**src/rtl/portal_word_serializer_pkg.sv**
```systemverilog
// Shared portal definitions: message geometry, header field positions,
// serializer state encoding and the header length clamp.
package portal_word_serializer_pkg;

  localparam int PORTAL_MSG_WIDTH  = 128;
  localparam int PORTAL_WORD_WIDTH = 32;
  localparam int PORTAL_MAX_WORDS  = 4;

  // len must hold 1..MAX_WORDS, idx must hold 0..MAX_WORDS-1
  localparam int LEN_W = $clog2(PORTAL_MAX_WORDS + 1);
  localparam int IDX_W = $clog2(PORTAL_MAX_WORDS);

  // Header layout inside the low message word
  localparam int HDR_LEN_LSB    = 0;
  localparam int HDR_LEN_MSB    = 15;
  localparam int HDR_METHOD_LSB = 16;
  localparam int HDR_METHOD_MSB = 31;

  typedef enum logic {
    IDLE = 1'b0,
    SEND = 1'b1
  } state_t;

  // A zero count still emits the header word; oversize counts are cut
  // down to what the buffer physically holds.
  function automatic logic [LEN_W-1:0] clamp_len(input logic [15:0] cnt);
    if (cnt == 16'd0)
      return LEN_W'(1);
    else if (cnt > 16'(PORTAL_MAX_WORDS))
      return LEN_W'(PORTAL_MAX_WORDS);
    else
      return cnt[LEN_W-1:0];
  endfunction

  function automatic logic len_is_bad(input logic [15:0] cnt);
    return (cnt == 16'd0) || (cnt > 16'(PORTAL_MAX_WORDS));
  endfunction

endpackage

```
**src/rtl/portal_msg_buffer.sv**
```systemverilog
// One message holding register: payload, clamped length and a valid flag.
// load has priority over clear.
module portal_msg_buffer
  import portal_word_serializer_pkg::*;
#(
  parameter int W  = PORTAL_MSG_WIDTH,
  parameter int LW = LEN_W
) (
  input  logic          clk,
  input  logic          rst,
  input  logic          load,
  input  logic          clear,
  input  logic [W-1:0]  load_data,
  input  logic [LW-1:0] load_len,
  output logic [W-1:0]  data,
  output logic [LW-1:0] len,
  output logic          valid
);

  // Capture a message on load, drop validity on clear
  always_ff @(posedge clk) begin
    if (rst) begin
      data  <= '0;
      len   <= '0;
      valid <= 1'b0;
    end else if (load) begin
      data  <= load_data;
      len   <= load_len;
      valid <= 1'b1;
    end else if (clear) begin
      valid <= 1'b0;
    end
  end

endmodule

```
**src/rtl/portal_word_serializer.sv**
```systemverilog
// Portal word serializer: takes one 128-bit portal message per handshake
// and emits it as a header-length-driven sequence of 32-bit words.
// Optional macro PORTAL_SERIALIZER_PREFETCH_EN adds a second holding
// buffer so the next message is accepted while the current one drains.
module portal_word_serializer
  import portal_word_serializer_pkg::*;
#(
  parameter int MSG_WIDTH  = PORTAL_MSG_WIDTH,
  parameter int WORD_WIDTH = PORTAL_WORD_WIDTH,
  parameter int MAX_WORDS  = PORTAL_MAX_WORDS
) (
  input  logic                  CLK,
  input  logic                  RST,
  input  logic                  in_enq__ENA,
  input  logic [MSG_WIDTH-1:0]  in_enq_v,
  output logic                  in_enq__RDY,
  output logic                  out_enq__ENA,
  output logic [WORD_WIDTH-1:0] out_enq_v,
  output logic                  out_last,
  input  logic                  out_enq__RDY,
  output logic [31:0]           status_msgCount,
  output logic                  status_badLen
);

  state_t            state;
  logic [IDX_W-1:0]  idx;
  logic [31:0]       msg_count;
  logic              bad_len;

  logic [MSG_WIDTH-1:0] cur_data;
  logic [LEN_W-1:0]     cur_len;
  logic                 cur_valid;
  logic                 cur_load, cur_clear;
  logic [MSG_WIDTH-1:0] cur_load_data;
  logic [LEN_W-1:0]     cur_load_len;

  logic [MAX_WORDS-1:0][WORD_WIDTH-1:0] cur_words;

  logic [15:0]      hdr_cnt;
  logic [LEN_W-1:0] in_len;
  logic             accept, sending, last, last_xfer;

  assign hdr_cnt = in_enq_v[HDR_LEN_MSB:HDR_LEN_LSB];
  assign in_len  = clamp_len(hdr_cnt);
  assign accept  = in_enq__ENA && in_enq__RDY;

  assign cur_words = cur_data;
  assign sending   = (state == SEND) && cur_valid;
  assign last      = sending && (LEN_W'(idx) == cur_len - LEN_W'(1));
  assign last_xfer = out_enq__ENA && last;

  assign out_enq__ENA = sending && out_enq__RDY;
  assign out_enq_v    = sending ? cur_words[idx] : '0;
  assign out_last     = last;

  assign status_msgCount = msg_count;
  assign status_badLen   = bad_len;

`ifdef PORTAL_SERIALIZER_PREFETCH_EN
  logic [MSG_WIDTH-1:0] n_data;
  logic [LEN_W-1:0]     n_len;
  logic                 n_valid, n_load, n_clear;

  assign in_enq__RDY = !n_valid;
  // accept implies !n_valid, so a waiting message always wins the reload
  assign cur_load      = (accept && (state == IDLE || last_xfer)) || (last_xfer && n_valid);
  assign cur_load_data = n_valid ? n_data : in_enq_v;
  assign cur_load_len  = n_valid ? n_len  : in_len;
  assign n_load        = accept && (state == SEND) && !last_xfer;
  assign n_clear       = last_xfer && n_valid;

  portal_msg_buffer #(.W(MSG_WIDTH), .LW(LEN_W)) u_next_buf (
    .clk(CLK), .rst(RST), .load(n_load), .clear(n_clear),
    .load_data(in_enq_v), .load_len(in_len),
    .data(n_data), .len(n_len), .valid(n_valid)
  );
`else
  assign in_enq__RDY   = (state == IDLE);
  assign cur_load      = accept;
  assign cur_load_data = in_enq_v;
  assign cur_load_len  = in_len;
`endif

  assign cur_clear = last_xfer && !cur_load;

  portal_msg_buffer #(.W(MSG_WIDTH), .LW(LEN_W)) u_cur_buf (
    .clk(CLK), .rst(RST), .load(cur_load), .clear(cur_clear),
    .load_data(cur_load_data), .load_len(cur_load_len),
    .data(cur_data), .len(cur_len), .valid(cur_valid)
  );

  // Sequencer: word index, state, completed-message count, sticky bad length
  always_ff @(posedge CLK) begin
    if (RST) begin
      state     <= IDLE;
      idx       <= '0;
      msg_count <= '0;
      bad_len   <= 1'b0;
    end else begin
      if (accept && len_is_bad(hdr_cnt))
        bad_len <= 1'b1;
      case (state)
        IDLE: begin
          if (accept) begin
            state <= SEND;
            idx   <= '0;
          end
        end
        SEND: begin
          if (out_enq__ENA) begin
            if (last) begin
              msg_count <= msg_count + 32'd1;
              idx       <= '0;
              state     <= cur_load ? SEND : IDLE;
            end else begin
              idx <= idx + IDX_W'(1);
            end
          end
        end
        default: state <= IDLE;
      endcase
    end
  end

endmodule

```
**config.mk**
```make
export PLATFORM = sky130hd
export DESIGN_NAME = portal_word_serializer
export DESIGN_NICKNAME = d
export VERILOG_FILES = /design/src/rtl/portal_word_serializer_pkg.sv /design/src/rtl/portal_msg_buffer.sv /design/src/rtl/portal_word_serializer.sv
export SDC_FILE = /design/constraint.sdc
export NUM_CORES = 1
export LEC_CHECK = 0
export ABC_AREA = 1
export BUFFER_PORTS_ARGS = -buffer_cell sky130_fd_sc_hd__buf_4
export CAP_MARGIN = 15
export CORE_MARGIN = 4
export CORE_UTILIZATION = 52
export DETAILED_ROUTE_END_ITERATION = 10
export GPL_TIMING_DRIVEN = 0
export PLACE_DENSITY = 0.86
export SYNTH_ARGS = -nofsm -noshare
export SYNTH_HDL_FRONTEND = slang
export SYNTH_SLANG_ARGS = --single-unit
```
**constraint.sdc**
```tcl
create_clock -name CLK -period 1.82 [get_ports CLK]
set_input_delay 0.546 -clock CLK [delete_from_list [all_inputs] [get_ports CLK]]
set_output_delay 0.546 -clock CLK [all_outputs]
set_load 0.02 [all_outputs]
```
==> results.py <==
metrics = {
    "placement": {
        "placed_cell_area_sq_mm": 0.00958,
        "port_buffers": 198,
        "hpwl_mm": 18.8,
        "gp_congestion": 0.950,
    },
    "routing": {
        "vias_per_cell": 5.78,
        "dr.pass1.iters": 7,
        "route.detailed.drc": 0,
        "detailroute.wirelength.met2_mm": 14.2,
        "top_layer": "met4",
        "drt-total-wl_mm": 30.1,
        "first_iter_violations": 1085,
        "wl_met1_mm": 11.2,
        "ant_nets": 0,
        "avgRoutedWirePerCell_um": 18.6,
        "met3_length_mm": 3.35,
        "num_vias": 9352,
    },
    "clocking": {
        "cts_hold_buffers": 0,
        "clock_sinks": 168,
        "insertion_delay_ns": 0.44,
        "clock_path_buffers": 2,
        "clockRootBuffer": "clkbuf_16",
        "cts_tree": "yes",
        "cts_buffers": 17,
        "htree_num_levels": 4,
        "clk_pin_slew_worst_paths_ns": 0.07,
    },
    "sta": {
        "min_period_over_period": 1.27,
        "worst_pin_slew_ns": 0.883,
        "min_period_ns": 2.31,
        "fin_ws_ns": -0.492,
        "fin_skew_ns": 0.00713,
        "maxSlewHeadroom": 0.411,
        "slew_violations": 0,
        "hold_viol": 0,
        "setup_violations": 67,
        "max_freq_mhz": 433,
        "fin_setup_tns_ns": -16.95,
        "grt_setup_unrepaired": "yes",
    },
    "pwr": {
        "combPwrFrac": 0.143,
        "switching_share": 0.270,
        "seqPwrFrac": 0.440,
        "p_leak_nw": 4.70,
        "clock_power_share": 0.417,
        "switchingPower_w": 0.00250,
        "powerDensity_mw_per_mm2": 819,
        "ir_worst_vdd_mv": 0.822,
        "p_int_w": 0.00678,
    },
    "yosys": {
        "synth_cell_type_count": 28,
        "synthCells": 1177,
        "synth_seq_area_share": 0.435,
        "synth_area_sq_mm": 0.00774,
        "synth_top_area_share": 0.435,
        "avgSynthCellArea_sq_um": 6.57,
        "ys_seq_elements": 168,
        "ys_warn_count": 0,
        "synthTopCellsByArea": "dfxtp_1 (43%), nor2_1 (20%), o21ai_0 (12%), nand2_1 (6.2%), a21oi_1 (4.9%)",
        "yosysTopAreaCell": "dfxtp_1",
        "synth_flop_cell": "dfxtp_1",
        "synthesis.nets": 1311,
        "async_reset_ff_frac": 0,
        "synth_edf_count": 0,
    },
    "setup_path": {
        "crit_path_cell_trace": "buf_6 > inv_4 > buf_4 > nor2_1 > o21ai_1 > a21oi_2 > buf_4",
        "crit_slowest_cell": "dfxtp_1",
        "cp.required_ns": 1.27,
        "crit_arrival_ns": 1.77,
        "critPathMaxStageDelay_ns": 0.35,
        "path_class": "reg -> out",
        "critPathMostFrequentCell": "buf_4",
        "start_kind": "flip-flop",
        "end_kind": "output port",
        "crit_family": "buffers and inverters",
        "rrSetupSlack_ns": -0.20,
        "critical_path_buf_inv_count": 4,
        "cp_max_fo": 10,
    },
    "finish": {
        "drive_gt1_frac": 0.317,
        "num-nets-final": 1555,
        "post-route-util": 0.780,
        "syn_to_final_growth_pct": 46.5,
        "final_common_cell": "nor2_1",
        "postLayoutCellArea_sq_mm": 0.0113,
        "nFillCells": 947,
        "antenna_cells": 0,
        "final_cell_mix": "nor2_1 (391), buf_4 (198), dfxtp_1 (162), o21ai_0 (129), nand2_1 (109)",
    },
    "grt": {
        "grt_use_total": 0.312,
        "grt_pass1_wl_mm": 40.7,
        "antenna_found_initial": 0,
        "grt_pass1_vias": 8217,
        "grt_max_degree": 17,
        "overflow": 0,
    },
    "floorplanning": {
        "initial_core_util": 0.532,
        "fp.dieW_um": 130,
        "ios": 200,
        "die_height_um": 130,
        "die_area_sq_mm": 0.0169,
        "core-area_sq_mm": 0.0145,
        "placementRows": 44,
    },
    "run": {
        "maxCapViolCount": 0,
    },
    "run_status": {
        "violations": "negative setup slack",
        "status": "finished, violations left",
    },
    "hold_path": {
        "min_path_type": "in -> reg",
    },
}
-- sequential cells by signal, summed over array words and instances, names as in the netlist --
register / count
u_cur_buf.data: 128
status_msgCount: 32
u_cur_buf.valid: 1
state: 1
u_cur_buf.len: 3
idx: 2
status_badLen: 1
-- repair_timing --
| action | 4_1_cts | 5_1_grt |
|---|---|---|
| endpoints found under the setup margin | 34 | 114 |
| hold endpoints to repair | 0 | 0 |
| pin swaps | 17 | 35 |
| buffers inserted | 8 | 15 |
| cloned | 1 | 5 |
| gates resized for setup | 170 | 157 |
-- power groups by stage --
stage	Clock, W	Sequential [W]	Combinational, W
2_1_floorplan	0	0.00409	0.000661
3_3_place_gp	0	0.00411	0.00110
3_5_place_dp	0	0.00412	0.00113
4_1_cts	0.00382	0.00406	0.00121
5_1_grt	0.00396	0.00410	0.00144
6_report	0.00387	0.00408	0.00133
-- cell families after synthesis --
| family | after synthesis | share of synthesized area |
|---|---|---|
| xor gates and xnor gates | 10 | 0.0113 |
| AOI/OAI and AO/OA | 272 | 0.177 |
| buffers and inverters | 126 | 0.0668 |
| adders and majority gates | 2 | 0.00323 |
| and+or+nand+nor | 599 | 0.307 |
| DFF | 168 | 0.435 |
-- final timing paths --
check                                                      from                               end  depth (start not counted)
worst max-delay path                        idx[1]$_SDFFE_PP0P_                     out_enq_v[21]                          7
worst min-delay path                               in_enq_v[70]   u_cur_buf.data[70]$_SDFFE_PP0P_                          3
worst max register to register    u_cur_buf.len[0]$_SDFFE_PP0P_  status_msgCount[25]$_SDFFE_PP0P_                         14
worst min register to register  u_cur_buf.data[55]$_SDFFE_PP0P_   u_cur_buf.data[55]$_SDFFE_PP0P_                          2
-- synth_stat cells (4+ instances only) --
cell type and n:
a21oi_1 75, nand2_1 128, buf_2 17, inv_1 46, dfxtp_1 168, nor2_1 420, nand4_1 7, o21ai_0 192
nand3_1 20, nor2_4 4, nor2_2 5, nor3_1 9, clkbuf_1 52, inv_2 5, xnor2_1 7
-- worst register-to-register path, delay by kind of cell, from the launching register on --
kind                       cells  cell delay, ns
DFF                            1            0.34
buffers and inverters          6            0.58
and+or+nand+nor                7            0.74
adders and majority gates      1            0.26
-- area by class of cell --
type / count / area, sq um / area share
clock buffer: 22 / 484 / 0.0427
sequential: 168 / 3370 / 0.298
buffer: 74 / 579 / 0.0511
multi-input combinational: 883 / 4420 / 0.390
inverter: 51 / 204 / 0.0180
clock inverter: 10 / 143 / 0.0126
timing repair buffer: 226 / 1900 / 0.168
tap: 184 / 230 / 0.0203
-- metal layers --
| metal | global-route usage | up-vias |
|---|---|---|
| met5 | 0 | - |
| met4 | 0.158 | 0 |
| met3 | 0.0753 | 139 |
| met2 | 0.503 | 644 |
| met1 | 0.392 | 4282 |
| li1 | - | 4287 |
-- metrics by stage --
step,setup WS (ns),total power [W],cells,hold WS [ns]
final,-0.492,0.00928,1618,0.352
after global routing,-0.532,0.00951,1618,0.367
after CTS,-0.471,0.00909,1600,0.355
after detailed placement,-0.495,0.00525,1559,0.442
after global placement,-0.473,0.00521,1559,0.442
after floorplan,-0.0313,0.00476,1177,0.440
No activity file was read; power rests on OpenSTA's default activity.
